--- src/rtl/zero_indices_stream.sv ---
// Streams the ascending indices of every zero (or one) bit of a loaded vector,
// one per cycle over valid/ready, then emits a one-cycle completion summary.
module zero_indices_stream #(
  parameter  int W     = 128,
  parameter  int V     = 16,
  localparam int IDX_W = $clog2(W)
) (
  input  logic             clk,
  input  logic             rst_n,
  input  logic [W-1:0]     in_vector,
  input  logic             in_polarity,
  input  logic             in_start,
  input  logic             in_abort,
  output logic             in_busy_r,
  output logic             resp_valid_r,
  input  logic             resp_ready,
  output logic [IDX_W-1:0] resp_index_r,
  output logic             resp_last_r,
  output logic             done_valid_r,
  output logic [IDX_W:0]   done_count_r,
  output logic             done_aborted_r
);

  localparam int NSEG  = W / V;
  localparam int OFF_W = $clog2(V);
  localparam int SEG_W = (NSEG > 1) ? $clog2(NSEG) : 1;

  typedef enum logic {S_IDLE = 1'b0, S_BUSY = 1'b1} state_t;

  state_t           state_r, state_nxt;
  logic [W-1:0]     p_r, load_vec, p_after, scan;
  logic [IDX_W:0]   count_r, count_inc;
  logic             hs, start_acc, abort_acc;
  logic             finish, finish_aborted;
  logic [NSEG-1:0]  seg_any;
  logic [OFF_W-1:0] seg_off [NSEG];
  logic [SEG_W-1:0] sel_seg;
  logic [OFF_W-1:0] sel_off;
  logic [IDX_W-1:0] ff_idx;
  logic             ff_any, ff_single;

  // Handshake/valid contract: an index transfers on any rising edge where
  // resp_valid_r & resp_ready; while valid is high and ready is low, the
  // index, last flag and valid are held unchanged.
  assign hs        = resp_valid_r & resp_ready;
  assign start_acc = (state_r == S_IDLE) & in_start;
  assign abort_acc = (state_r == S_BUSY) & in_abort;
  assign in_busy_r = (state_r == S_BUSY);

  assign load_vec  = in_polarity ? in_vector : ~in_vector;
  assign p_after   = hs ? (p_r & ~(W'(1) << resp_index_r)) : p_r;
  // A freshly loaded vector and the post-handshake remainder share one finder.
  assign scan      = start_acc ? load_vec : p_after;
  assign count_inc = count_r + {{IDX_W{1'b0}}, hs};

  // Level 1: lowest set bit inside each V-bit segment.
  always_comb begin
    for (int s = 0; s < NSEG; s++) begin
      seg_any[s] = |scan[s*V +: V];
      seg_off[s] = '0;
      for (int b = V - 1; b >= 0; b--) begin
        if (scan[s*V + b]) seg_off[s] = OFF_W'(b);
      end
    end
  end

  // Level 2: lowest non-empty segment.
  always_comb begin
    sel_seg = '0;
    sel_off = '0;
    for (int s = NSEG - 1; s >= 0; s--) begin
      if (seg_any[s]) begin
        sel_seg = SEG_W'(s);
        sel_off = seg_off[s];
      end
    end
  end

  assign ff_idx    = IDX_W'(int'(sel_seg) * V) + IDX_W'(sel_off);
  assign ff_any    = |seg_any;
  assign ff_single = ff_any && ((scan & (scan - W'(1))) == '0);

  always_ff @(posedge clk) begin
    if (!rst_n) state_r <= S_IDLE;
    else        state_r <= state_nxt;
  end

  always_comb begin
    state_nxt = state_r;
    case (state_r)
      S_IDLE:  if (start_acc && ff_any) state_nxt = S_BUSY;
      S_BUSY:  if (finish)              state_nxt = S_IDLE;
      default: state_nxt = S_IDLE;
    endcase
  end

  // A last-index handshake coinciding with abort is an ordinary completion.
  always_comb begin
    finish         = 1'b0;
    finish_aborted = 1'b0;
    if (state_r == S_BUSY) begin
      finish         = (hs & resp_last_r) | abort_acc;
      finish_aborted = abort_acc & ~(hs & resp_last_r);
    end
  end

  always_ff @(posedge clk) begin
    if (!rst_n) begin
      p_r            <= '0;
      count_r        <= '0;
      resp_valid_r   <= 1'b0;
      resp_index_r   <= '0;
      resp_last_r    <= 1'b0;
      done_valid_r   <= 1'b0;
      done_count_r   <= '0;
      done_aborted_r <= 1'b0;
    end else begin
      done_valid_r <= 1'b0;
      if (start_acc) begin
        p_r          <= load_vec;
        count_r      <= '0;
        resp_valid_r <= ff_any;
        resp_index_r <= ff_idx;
        resp_last_r  <= ff_single;
        if (!ff_any) begin
          done_valid_r   <= 1'b1;
          done_count_r   <= '0;
          done_aborted_r <= 1'b0;
        end
      end else if (finish) begin
        p_r            <= '0;
        count_r        <= count_inc;
        resp_valid_r   <= 1'b0;
        resp_index_r   <= '0;
        resp_last_r    <= 1'b0;
        done_valid_r   <= 1'b1;
        done_count_r   <= count_inc;
        done_aborted_r <= finish_aborted;
      end else if (hs) begin
        p_r          <= p_after;
        count_r      <= count_inc;
        resp_index_r <= ff_idx;
        resp_last_r  <= ff_single;
      end
    end
  end

endmodule

--- config.mk ---
export PLATFORM = sky130hd
export DESIGN_NAME = zero_indices_stream
export DESIGN_NICKNAME = d
export VERILOG_FILES = /design/src/rtl/zero_indices_stream.sv
export SDC_FILE = /design/constraint.sdc
export NUM_CORES = 1
export LEC_CHECK = 0
export ABC_AREA = 1
export CAP_MARGIN = 20
export CORE_MARGIN = 2
export CORE_UTILIZATION = 25
export DETAILED_ROUTE_END_ITERATION = 7
export GPL_TIMING_DRIVEN = 0
export PLACE_DENSITY = 0.4
export SKIP_LAST_GASP = 1
export SLEW_MARGIN = 20
export SYNTH_ARGS = -nofsm -noshare
export SYNTH_HDL_FRONTEND = slang
export SYNTH_SLANG_ARGS = --single-unit
--- constraint.sdc ---
create_clock -name clk -period 7.2 [get_ports clk]
set_input_delay 1.44 -clock clk [delete_from_list [all_inputs] [get_ports clk]]
set_output_delay 1.44 -clock clk [all_outputs]
set_load 0.02 [all_outputs]
# Word-level counts from Yosys, hierarchy flattened
# Index checks and enable logic that the tools add are counted.
# word_totals
register_bits,156
input_bits,134
out_inout_bits,20
word_cells,218
# classes
add_sub_neg,3
eq_ne,1
shifts,1
mux,174
n_bitwise,13
n_reduce_logical,17
# op_table
op,count
128-bit 2-to-1 mux,6
4-bit 2-to-1 mux,136
128-bit bitwise AND,2
128-bit inverter,2
128-bit zero test,1
128-bit OR reduction,1
16-bit OR reduction,8
"1-bit by 7-bit << shifter with 128-bit output, first input constant",1
"128-bit by 1-bit subtractor with 128-bit output, second input constant",1
8-bit 2-to-1 mux,5
3-bit 2-to-1 mux,8
7-bit 2-to-1 mux,3
1-bit 2-to-1 mux,15
8-bit by 1-bit adder with 8-bit output,1
7-bit by 4-bit adder with 7-bit output,1
1-bit bitwise AND,5
2-bit nonzero test,2
1-bit inverter,3
3-bit nonzero test,1
1-bit logical AND,2
"2-bit != test, second input constant",1
1-bit one-hot mux with 2 select lines,1
2-bit AND reduction,1
2-bit OR reduction,1
1-bit OR,1

# Depth between registers and ports, before layout
# depth
ltp_word,33
depth_mapped,32
depth_no_buf,32

# Least setup slack after synthesis
# OpenSTA, ideal clock, no wires.
# synth_timing
path_kind,input -> register
from,in resp_ready
to,reg resp_last_r
setup_ps,70
t_arrival_ps,3859
required_time_ps,7130
path_slack_ps,3271
stages,22
n_path_buf,1
cell_sequence,nand2_1 -> nor2_2 -> inv_2 -> clkbuf_1 -> o21ai_1 -> o21ai_1 -> nor2_1 -> nand2_2 -> nor2_8 -> nand2_4 -> nor2_4 -> inv_2 -> nor2_4 -> nand2_2 -> o21ai_2 -> nand3_1 -> or2_1 -> nor2_1 -> nand4_1 -> nor2_1 -> nand3_1 -> a21oi_1
# synth_via
elab_chain_cells,10
word_cells_on_any_way,15
classes_between,1 x add/sub; 6 x mux; 4 x bitwise; 4 x reduce/logical
# synth_lines
item,line,text
start: declaration,16,"input logic resp_ready,"
1-bit bitwise AND *,45,assign hs = resp_valid_r & resp_ready;
128-bit 2-to-1 mux,51,assign p_after = hs ? (p_r & ~(W'(1) << resp_index_r)) : p_r;
128-bit 2-to-1 mux,53,assign scan = start_acc ? load_vec : p_after;
128-bit by 1-bit subtractor with 128-bit output,81,assign ff_single = ff_any && ((scan & (scan - W'(1))) == '0);
128-bit bitwise AND,81,
128-bit zero test,81,
1-bit logical AND,81,
1-bit 2-to-1 mux,139,end else if (hs) begin
1-bit 2-to-1 mux,130,end else if (finish) begin
1-bit 2-to-1 mux,119,if (start_acc) begin
end signal: assignment,124,resp_last_r <= ff_single;
end signal: assignment,143,resp_last_r <= ff_single;
end: declaration,18,"output logic resp_last_r,"
# Every way passes the cells marked *; elsewhere a longest branch is shown, timed or not. The select of a mux whose other input is x is not followed.
# A chain may end at the register's enable or synchronous reset.

# Worst setup path after layout
# layout_timing
from,in in_start
to,reg resp_last_r
# layout_via
elab_chain_cells,9
word_cells_on_any_way,11
classes_between,1 x add/sub; 4 x mux; 2 x bitwise; 4 x reduce/logical
# layout_lines
item,line,text
start: declaration,12,"input logic in_start,"
1-bit bitwise AND *,46,assign start_acc = (state_r == S_IDLE) & in_start;
128-bit 2-to-1 mux,53,
128-bit by 1-bit subtractor with 128-bit output,81,
128-bit bitwise AND,81,
128-bit zero test,81,
1-bit logical AND,81,
1-bit 2-to-1 mux,139,
1-bit 2-to-1 mux,130,
1-bit 2-to-1 mux,119,
# Marks and branches as above.

==> flow_metrics.py <==
metrics = {
    "pwr": {
        "peakVddDrop_uv": 152.4,
        "p_leak_uw": 0.007052,
        "internal_power_uw": 1864,
        "clkPwrFrac_pct": 32.3,
        "p_per_area_nw_per_um2": 189.5,
        "p_seq_share_pct": 29.8,
        "pwr-share-comb_pct": 37.9,
        "p_switching_uw": 1306,
        "power.share.switching_pct": 41.19,
    },
    "sta": {
        "fmax_ghz": 0.1436,
        "clock-skew-final_ns": 0.008844,
        "max_slew.worst_pin.slew_ns": 1.220,
        "fin_crit_sh_pct": 96.71,
        "slew_violations": 0,
        "setup_tns_ns": 0,
        "setup_viol": 0,
        "hold_viol_final": 0,
        "relSlewSlack_pct": 17.80,
        "period_needed_ns": 6.963,
        "rsz0062_at_grt": "no",
    },
    "yosys": {
        "synth-main-ff-cell": "dfxtp_1",
        "synth_warnings": 0,
        "synth_area_leader_cell": "dfxtp_1",
        "ys_seq_elements": 156,
        "syn_nets": 2582,
        "synth_edf_count": 0,
        "syn_inst": 2446,
        "ys_seq_area_share_pct": 22.86,
        "synthArstFlopShare_pct": 0,
        "synth_area_leaders": "dfxtp_1, nand2_1, a21oi_1, o21ai_0, inv_1",
        "syn-mean-instance-area_um2": 5.586,
        "yosys.cell_types.count": 52,
        "synth_top_area_share_pct": 22.86,
        "synth_area_um2": 13660,
    },
    "worst_setup_path": {
        "r2r-end": "resp_last_r",
        "crit_arrival_ns": 7.35,
        "start_kind": "primary input",
        "endpoint_kind": "flip-flop",
        "crit_required_ns": 7.59,
        "crit_start": "in_start",
        "crit_end": "resp_last_r",
        "rr_worst_depth": 17,
        "timing.rr.start": "in_busy_r",
        "r2r_slack_ns": 1.27,
        "worstPathMaxFanout": 10,
        "path_class": "in2reg",
    },
    "clock_tree": {
        "clkTransAtPathRegs_ns": 0.07,
        "numCtsBuffers": 17,
        "cts_tree": "done",
        "cts.root.buffer_cell": "clkbuf_16",
        "htree_levels": 4,
        "worstSkewPairLatency_ns": 0.46,
        "cts-resized-gates": 0,
        "ctsHoldBuffers": 0,
        "cts_sinks": 156,
        "ctsLongestPathBuffers": 2,
        "post-cts-setup-buffers": 0,
    },
    "routing": {
        "route.detailed.drc": 0,
        "avgViaCountPerCell": 5.264,
        "drtIter0Drc": 1780,
        "drt-wirelength-per-cell_um": 24.52,
        "wirelength_um": 81670,
        "dr.pass1.iters": 6,
        "vias": 17540,
        "ant_nets": 0,
    },
    "floorplan": {
        "die_x_um": 237.8,
        "die_h_um": 237.8,
        "num_rows": 85,
        "ios": 154,
        "initial_core_util_pct": 25.34,
        "fp.coreArea_um2": 53920,
        "fp.dieArea_um2": 56540,
    },
    "global_route": {
        "globalRouteOverflowTotal": 0,
        "grt_max_degree": 17,
        "grt_first_pass_wirelength_um": 113900,
        "antenna_found_initial": 3,
        "grt_pass1_vias": 16150,
        "grtUsageTotal_pct": 28.31,
    },
    "job": {
        "maxCapViolations": 0,
    },
    "finish": {
        "areaGrowthSynthToFinish_pct": 22.42,
        "postLayoutCellArea_um2": 16730,
        "layout.nets": 2755,
        "drive_gt1_share_pct": 7.029,
    },
    "placed_design": {
        "placed_cell_area_um2": 16070,
        "gp_congestion": 0.9648,
        "portBuffers": 153,
        "dp_hpwl_um": 68440,
    },
    "outcome": {
        "status": "completed",
    },
    "min_path": {
        "hp-class": "reg2reg",
    },
}
==> how the worst min path moves through the flow <==
stage / start / to / slack [ns] / cells past startpoint
4_1_cts: done_aborted_r / done_aborted_r / 0.47 / 2
3_3_place_gp: done_aborted_r / done_aborted_r / 0.47 / 2
2_1_floorplan: p_r[60] / p_r[60] / 0.46 / 2
3_5_place_dp: done_aborted_r / done_aborted_r / 0.46 / 2
6_report: done_aborted_r / done_aborted_r / 0.47 / 2
5_1_grt: p_r[44] / p_r[44] / 0.51 / 2
==> layout by cell type (no fill, tap or decap), types with 34 or more instances in the layout <==
master,n
clkdlybuf4s50_1,153
nand3_1,116
dfxtp_1,156
buf_2,36
o21ai_1,121
a21oi_1,303
nand2_1,540
inv_1,282
nor2_2,34
nor2_1,275
clkbuf_1,68
o21ai_0,289
==> stage by stage <==
stage / hold slack [ns] / cells / total power [µW] / utilization (%) / worst slack, ns
global route: 0.5133 / 3328 / 3328 / 31.01 / 0.04885
global placement: 0.4661 / 3295 / 2131 / 29.80 / -0.3039
detailed placement: 0.4640 / 3295 / 2132 / 29.80 / -0.1889
floorplan: 0.4604 / 2446 / 1658 / - / 3.271
finish: 0.4705 / 3331 / 3170 / 31.02 / 0.2368
CTS: 0.4740 / 3327 / 3148 / 30.99 / 0.2774
==> flip-flops by register name, summed over array words and instances (netlist names) <==
| name | count |
|---|---|
| count_r | 8 |
| done_aborted_r | 1 |
| done_count_r | 8 |
| done_valid_r | 1 |
| in_busy_r | 1 |
| p_r | 128 |
| resp_index_r | 7 |
| resp_last_r | 1 |
| resp_valid_r | 1 |
==> synth_stat cells (all sizes together), types with 2 or more instances <==
| cell | number |
|---|---|
| o211ai | 4 |
| nand2 | 562 |
| and3 | 3 |
| clkbuf | 69 |
| nand4 | 34 |
| and2 | 2 |
| nor3 | 25 |
| xor2 | 4 |
| o2111ai | 2 |
| a211oi | 2 |
| o22ai | 6 |
| a31oi | 7 |
| nand3 | 127 |
| o21ai | 418 |
| nor4 | 5 |
| a21boi | 7 |
| ha | 2 |
| or2 | 2 |
| a21oi | 303 |
| dfxtp | 156 |
| inv | 297 |
| buf | 44 |
| o31ai | 12 |
| o21bai | 10 |
| xnor2 | 3 |
| nor2 | 328 |
==> layer usage <==
metal,wire length [µm],global-route usage [%]
met5,0,0
met4,1993,7.757
met3,5536,4.065
met2,35720,44.18
met1,38420,40.40
==> cells by family (layout without fill, tap and decap cells) <==
group	count (synthesis)	in the layout	share of synthesized area, %
other	0	3	0
XOR/XNOR	7	7	0.4487
AO/OA/AOI/OAI	779	779	29.76
adder cells (fa/ha/maj)	2	2	0.1831
buffers and inverters	411	597	11.77
AND/OR/NAND/NOR	1091	1091	34.99
flip-flops	156	156	22.86
==> layout make-up <==
| type | instances | area, µm² |
|---|---|---|
| antenna | 3 | 7.507 |
| buffer | 113 | 481.7 |
| clock buffer | 19 | 452.9 |
| clock inverter | 13 | 190.2 |
| fill | 6185 | 37190 |
| inverter | 298 | 1126 |
| multi-input combinational | 1879 | 8936 |
| sequential | 156 | 3123 |
| tap | 696 | 870.8 |
| timing repair buffer | 154 | 1539 |
==> critical path, cell delays in order <==
cell	delay, ns
clkdlybuf4s50_1	0.47
nand2_2	0.25
inv_2	0.31
clkbuf_1	0.53
clkbuf_1	0.55
nor2_2	0.30
nor2_1	0.81
inv_1	0.36
a211oi_1	0.74
nand3_1	0.18
nor2_1	0.13
o2111ai_1	0.17
nor2_1	0.18
nand3_1	0.15
nor2_1	0.22
nand3_1	0.30
a21oi_1	0.21
==> power by group through the flow <==
| stage | registers (µW) | clock network (µW) | logic [µW] |
|---|---|---|---|
| 6_report | 945 | 1020 | 1200 |
| 5_1_grt | 950 | 1060 | 1320 |
| 4_1_cts | 945 | 1030 | 1170 |
| 3_5_place_dp | 964 | 0 | 1170 |
| 3_3_place_gp | 963 | 0 | 1170 |
| 2_1_floorplan | 962 | 0 | 695 |
(Power assumes the default switching activity.)
